==> config.mk <==
export PLATFORM = sky130hd
export DESIGN_NAME = bit_serial_adder_flat
export DESIGN_NICKNAME = d
export VERILOG_FILES = /design/src/rtl/bit_serial_adder_if.sv /design/src/rtl/bit_serial_adder.sv /design/src/flat_wrapper.sv
export SDC_FILE = /design/constraint.sdc
export NUM_CORES = 1
export LEC_CHECK = 0
export CORE_MARGIN = 4
export CORE_UTILIZATION = 47
export DETAILED_ROUTE_END_ITERATION = 7
export PLACE_DENSITY = 0.75
export SLEW_MARGIN = 10
export SYNTH_ARGS = -nofsm -noshare
export SYNTH_HDL_FRONTEND = slang
export SYNTH_SLANG_ARGS = --single-unit
==> constraint.sdc <==
create_clock -name clk -period 1.5 [get_ports clk]
set_input_delay 0.3 -clock clk [delete_from_list [all_inputs] [get_ports clk]]
set_output_delay 0.3 -clock clk [all_outputs]
set_load 0.005 [all_outputs]
==> src/rtl/bit_serial_adder_if.sv <==
// Operand/result bundle for the bit-serial add/subtract unit.
//   start, sub, a, b : request side, driven by the master, sampled while idle
//   busy, done       : status, driven by the adder
//   result, cout,
//   overflow, zero   : last completed result and flags, driven by the adder
interface bit_serial_adder_if #(
    parameter int unsigned WIDTH = 8
);
    logic             start;
    logic             sub;
    logic [WIDTH-1:0] a;
    logic [WIDTH-1:0] b;
    logic             busy;
    logic             done;
    logic [WIDTH-1:0] result;
    logic             cout;
    logic             overflow;
    logic             zero;

    modport master (
        output start, sub, a, b,
        input  busy, done, result, cout, overflow, zero
    );

    modport slave (
        input  start, sub, a, b,
        output busy, done, result, cout, overflow, zero
    );
endinterface

==> src/rtl/bit_serial_adder.sv <==
// Bit-serial add/subtract unit: one full_adder cell evaluated once per clock, LSB first.
// Ports:
//   clk   : clock, all state changes on the rising edge
//   rst_n : asynchronous active-low reset
//   bus   : bit_serial_adder_if slave (start/sub/a/b in; busy/done/result/flags out)
// Subtraction is a + ~b + 1: b is inverted on capture and the carry flop is seeded with sub.
// Flags and result are updated only on the edge that enters the done state.

module full_adder (
    input  logic a,
    input  logic b,
    input  logic cin,
    output logic s,
    output logic cout
);
    assign s    = a ^ b ^ cin;
    assign cout = (a & b) | (cin & (a ^ b));
endmodule

module bit_serial_adder #(
    parameter int unsigned WIDTH = 8
) (
    input  logic                  clk,
    input  logic                  rst_n,
    bit_serial_adder_if.slave     bus
);
    localparam int unsigned CntW = (WIDTH > 1) ? $clog2(WIDTH) : 1;
    localparam logic [CntW-1:0] LastBit = CntW'(WIDTH - 1);

    typedef enum logic [1:0] {StIdle, StRun, StDone} state_e;

    state_e           state_q, state_d;
    logic [CntW-1:0]  cnt_q, cnt_d;
    logic             carry_q, carry_d;
    logic [WIDTH-1:0] a_sr_q, a_sr_d;
    logic [WIDTH-1:0] b_sr_q, b_sr_d;
    logic [WIDTH-1:0] sum_sr_q, sum_sr_d;
    logic [WIDTH-1:0] result_q, result_d;
    logic             cout_q, cout_d;
    logic             ovf_q, ovf_d;
    logic             zero_q, zero_d;

    logic             fa_s;
    logic             fa_cout;
    logic [WIDTH-1:0] sum_next;

    full_adder u_fa (
        .a    (a_sr_q[0]),
        .b    (b_sr_q[0]),
        .cin  (carry_q),
        .s    (fa_s),
        .cout (fa_cout)
    );

    // New sum bit enters at the MSB so after WIDTH shifts bit 0 lands in position 0.
    assign sum_next = {fa_s, sum_sr_q[WIDTH-1:1]};

    always_comb begin
        state_d  = state_q;
        cnt_d    = cnt_q;
        carry_d  = carry_q;
        a_sr_d   = a_sr_q;
        b_sr_d   = b_sr_q;
        sum_sr_d = sum_sr_q;
        result_d = result_q;
        cout_d   = cout_q;
        ovf_d    = ovf_q;
        zero_d   = zero_q;

        unique case (state_q)
            StIdle: begin
                if (bus.start) begin
                    a_sr_d  = bus.a;
                    b_sr_d  = bus.sub ? ~bus.b : bus.b;
                    carry_d = bus.sub;
                    cnt_d   = '0;
                    state_d = StRun;
                end
            end
            StRun: begin
                a_sr_d   = a_sr_q >> 1;
                b_sr_d   = b_sr_q >> 1;
                sum_sr_d = sum_next;
                carry_d  = fa_cout;
                cnt_d    = cnt_q + 1'b1;
                if (cnt_q == LastBit) begin
                    // carry_q is the carry into the MSB on this bit.
                    result_d = sum_next;
                    cout_d   = fa_cout;
                    ovf_d    = carry_q ^ fa_cout;
                    zero_d   = (sum_next == '0);
                    cnt_d    = '0;
                    state_d  = StDone;
                end
            end
            StDone: begin
                state_d = StIdle;
            end
            default: begin
                state_d = StIdle;
            end
        endcase
    end

    always_ff @(posedge clk or negedge rst_n) begin
        if (!rst_n) begin
            state_q  <= StIdle;
            cnt_q    <= '0;
            carry_q  <= 1'b0;
            a_sr_q   <= '0;
            b_sr_q   <= '0;
            sum_sr_q <= '0;
            result_q <= '0;
            cout_q   <= 1'b0;
            ovf_q    <= 1'b0;
            zero_q   <= 1'b1;
        end else begin
            state_q  <= state_d;
            cnt_q    <= cnt_d;
            carry_q  <= carry_d;
            a_sr_q   <= a_sr_d;
            b_sr_q   <= b_sr_d;
            sum_sr_q <= sum_sr_d;
            result_q <= result_d;
            cout_q   <= cout_d;
            ovf_q    <= ovf_d;
            zero_q   <= zero_d;
        end
    end

    assign bus.busy     = (state_q == StRun);
    assign bus.done     = (state_q == StDone);
    assign bus.result   = result_q;
    assign bus.cout     = cout_q;
    assign bus.overflow = ovf_q;
    assign bus.zero     = zero_q;

endmodule

==> src/flat_wrapper.sv <==
// flat-port wrapper written by rule: the top's interface ports become plain ports
module bit_serial_adder_flat 
#(
    parameter int unsigned WIDTH = 8
)
  (clk, rst_n, bus_start, bus_sub, bus_a, bus_b, bus_busy, bus_done, bus_result, bus_cout, bus_overflow, bus_zero);
  bit_serial_adder_if #(.WIDTH(WIDTH)) bus_i ();
  input  logic clk;
  input  logic rst_n;
  input wire logic [$bits(bus_i.start)-1:0] bus_start;
  input wire logic [$bits(bus_i.sub)-1:0] bus_sub;
  input wire logic [$bits(bus_i.a)-1:0] bus_a;
  input wire logic [$bits(bus_i.b)-1:0] bus_b;
  output wire logic [$bits(bus_i.busy)-1:0] bus_busy;
  output wire logic [$bits(bus_i.done)-1:0] bus_done;
  output wire logic [$bits(bus_i.result)-1:0] bus_result;
  output wire logic [$bits(bus_i.cout)-1:0] bus_cout;
  output wire logic [$bits(bus_i.overflow)-1:0] bus_overflow;
  output wire logic [$bits(bus_i.zero)-1:0] bus_zero;
  assign bus_i.start = bus_start;
  assign bus_i.sub = bus_sub;
  assign bus_i.a = bus_a;
  assign bus_i.b = bus_b;
  assign bus_busy = bus_i.busy;
  assign bus_done = bus_i.done;
  assign bus_result = bus_i.result;
  assign bus_cout = bus_i.cout;
  assign bus_overflow = bus_i.overflow;
  assign bus_zero = bus_i.zero;
  bit_serial_adder #(.WIDTH(WIDTH)) u_core (.clk(clk), .rst_n(rst_n), .bus(bus_i));
endmodule
==> out/metrics.cfg <==
[synthesis]
ys_seq_elements=40
synth_warnings=0
postSynth.asyncResetShare_pct=100.0
synth_top_family_by_area=compound AO/OA/AOI/OAI gates
synthesis.instances=164
syn_area_per_cell_um2=11.75
yosysSeqAreaShare_pct=52.01
synth_xor_area_share_pct=4.091
post_synth_instance_area_um2=1927
synth-edff-count=0
synth_simple_gate_area_share_pct=8.442
synth_adder_area_share_pct=2.338
share_of_synthesized_area_spent_on_multiplexers_pct=10.84
synthesized_area_fraction_occupied_by_ao_oa_aoi_and_oai_cells_pct=16.82
ys_types=28
net_count_after_synthesis=187
ys.flop_type=dfrtp_1

[worst_setup_path]
critical-path-max-stage-delay_ns=0.53
worstSetupPathType=register to register
critical_path.cell_chain=fa_1, buf_4, mux2_4
path_buf_inv=1
worstPathRequired_ns=1.68
timing.reg2reg.setup_slack_ns=-0.004
cp_max_fo=3
worst_path_max_delay_cell=fa_1
cp.depth=3
timing.reg2reg.worst_path_depth=3
endpoint=u_core.bus.result[7]
critPathLaunchType=register
cp_data_arrival_time_ns=1.68
nature_of_the_critical_path_endpoint=register
critPathTopFamily=adder cells
crit-reg2reg-capture=u_core.bus.result[7]
beginning_of_the_critical_path=u_core.b_sr_q[0]
worstReg2RegStart=u_core.b_sr_q[0]

[finish]
layout-area-overhead-vs-synth_pct=37.66
design.final.nets=236
post_route_cells_drive_above_1_share_pct=28.97
postLayoutCellArea_um2=2653
antennaDiodeCount=0

[place]
dp_hpwl_mm=2.826
detailedPlace.worstSlack_ns=-0.2345
post_dp_cell_area_um2=2372
count_of_input_and_output_buffers=32
gp_congestion=0.7667

[cts]
clk_transition_reported_paths_ns=0.09
clk_root_buffer_cell=clkbuf_8
cts_sinks=40
clock_tree.htree_level_count=2
cts_tree=done
clock_path_buffers=2
cts_buffers=5
clock_latency_ns=0.30

[power_and_ir_drop]
switching_share_pct=33.55
irDropWorstVdd_mv=1.100
comb_power_share_pct=45.7
power.internal_uw=3385
powerDensity_nw_per_um2=1921
power.share.clock_pct=17.6
power_share_of_the_sequential_group_pct=36.7
power_uw=5094
p_switching_uw=1709
p_leak_uw=0.001212

[drt]
postRouteAntennaNets=0
via_per_inst=5.644
drt-wirelength-per-cell_um=16.13
dr_vias=1490
initialDrtViolationCount=40
detailedRoute.firstPassIterationCount=4
wl_mm=4.258
detail_route.drc_violations=0

[timing]
timing.final.setup_violations=1
max_slew.worst_pin.slew_ns=0.2654
rsz_0062_raised_after_global_routing=true
fmax_ghz=0.6650
max_slew_violation_count=0
finalSetupTns_ns=-0.003869
slew_headroom_pct=82.14
hold_ws_ns=0.4823
setup_slack_ns=-0.003869
finClkSkew_ns=0.01035
final-hold-violation-count=0
layout_worst_path_cycle_share_pct=100.3
finalCriticalPeriod_ns=1.504

[floorplan]
die_w_um=72.03
top_level_port_count=33
floorplan.core_area_um2=3971
num_rows=23
die_area_um2=5188
dieHeight_um=72.03
initial_utilization_pct=48.52

[global_route]
grt_pass1_wl_mm=6.893
maximum_number_of_pins_on_one_net_before_global_route_repair=41
grt.overflow.total=0
grt_util_all_layers_pct=17.04
grt_pass1_vias=1544
antenna_found_initial=0

[run]
cap_violations=0

[run_status]
outcome=finished with violations
violated_checks=negative setup slack

[hold_path]
hold_path_class=register to register

==> routing by layer <==
metal | vias up | routed length [µm] | GRT usage, %
met3 | 11 | 207 | 4.848
li1 | 686 | - | -
met4 | 0 | 110 | 7.933
met5 | - | 0 | 0
met2 | 44 | 2222 | 30.10
met1 | 749 | 1717 | 18.88
==> what timing repair did <==
item | 4_1_cts | 5_1_grt
endpoints found under the hold margin | 39 | 0
setup endpoints to repair | 8 | 27
setup buffers | 3 | 1
gates resized for setup | 12 | 20
pin swaps | 1 | 8
hold buffers | 1 | 0
cloned | 0 | 1
==> sequential cells by signal (all words and copies together) (netlist names) <==
name                 flops
u_core.bus.cout          1
u_core.bus.zero          1
u_core.sum_sr_q          7
u_core.b_sr_q            8
u_core.carry_q           1
u_core.cnt_q             3
u_core.bus.overflow      1
u_core.bus.result        8
u_core.state_q           2
u_core.a_sr_q            8
==> cell families (layout without fill, tap and decap cells) <==
group	Yosys count	after routing
flip-flops	40	40
AND/OR/NAND/NOR	27	28
XOR/XNOR	9	9
AO/OA/AOI/OAI	47	47
multiplexers	17	17
buffers and inverters	21	70
adder cells (fa/ha/maj)	3	3
==> through the flow <==
step                      cells  util, %
after floorplan             164        -
after global placement      250    59.74
after detailed placement    250    59.74
after CTS                   262    64.11
after global routing        264    66.79
final                       264    66.79
==> worst min-delay path, cell delays in order, from the launching register on <==
cell	delay, ns
dfstp_2	0.38
nand2_1	0.05
o21ai_1	0.06
==> worst min-delay path by stage <==
stage,cells after the start,start,to,slack [ns]
floorplan,0,rst_n,u_core.a_sr_q[0],0.004
global placement,2,rst_n,u_core.bus.result[5],0.28
detailed placement,2,rst_n,u_core.bus.result[5],0.29
CTS,2,u_core.bus.zero,u_core.bus.zero,0.50
global route,2,u_core.bus.zero,u_core.bus.zero,0.51
finish,2,u_core.bus.zero,u_core.bus.zero,0.48
==> area by class of cell <==
type	instances	area, µm²
clock buffers	5	68.82
clock inverters	3	46.29
fillers	289	1319
inverters	8	30.03
multi-input cells	104	920.9
flip-flops and latches	40	1003
well taps	50	62.56
repair buffers	54	520.5
==> synth_stat cells, types with 2 or more instances <==
master	instances	area (µm²)
nor4_1	2	12.51
mux2_4	5	75.07
buf_2	9	45.04
a221o_1	6	60.06
a22o_1	3	26.28
a21oi_1	10	50.05
o32ai_1	6	52.55
nor2b_1	13	81.33
ha_1	2	25.02
o21ai_0	12	60.06
buf_4	2	15.01
nor2_1	3	11.26
dfrtp_1	39	975.9
mux2_2	11	123.9
a22oi_1	9	67.56
nand2_1	6	22.52
inv_1	8	30.03
xnor2_1	8	70.07
==> power by group through the flow <==
stage	Clock (µW)	Sequential, µW	Combinational, µW
floorplan	0	1820	1280
global placement	0	1860	1910
detailed placement	0	1890	2040
CTS	909	1870	2180
global route	968	1930	2520
finish	895	1870	2330
==> layout by cell type (no fill, tap or decap), types with 2 or more instances in the layout <==
| master | netlist | routed |
|---|---|---|
| clkdlybuf4s50_1 | 0 | 24 |
| nand2_1 | 6 | 6 |
| mux2_2 | 11 | 10 |
| clkbuf_8 | 0 | 5 |
| nor2b_1 | 13 | 11 |
| dfrtp_1 | 39 | 38 |
| o21ai_1 | 0 | 2 |
| nor2_1 | 3 | 3 |
| o32ai_2 | 0 | 5 |
| nand3b_4 | 1 | 2 |
| buf_4 | 2 | 15 |
| a22oi_1 | 9 | 9 |
| buf_6 | 1 | 4 |
| dlygate4sd2_1 | 0 | 2 |
| a221o_1 | 6 | 6 |
| inv_1 | 8 | 8 |
| dlymetal6s2s_1 | 0 | 4 |
| o21ai_0 | 12 | 10 |
| xnor2_1 | 8 | 8 |
| a21oi_1 | 10 | 10 |
| mux2_4 | 5 | 6 |
| a22o_1 | 3 | 3 |
(Power assumes the default switching activity.)
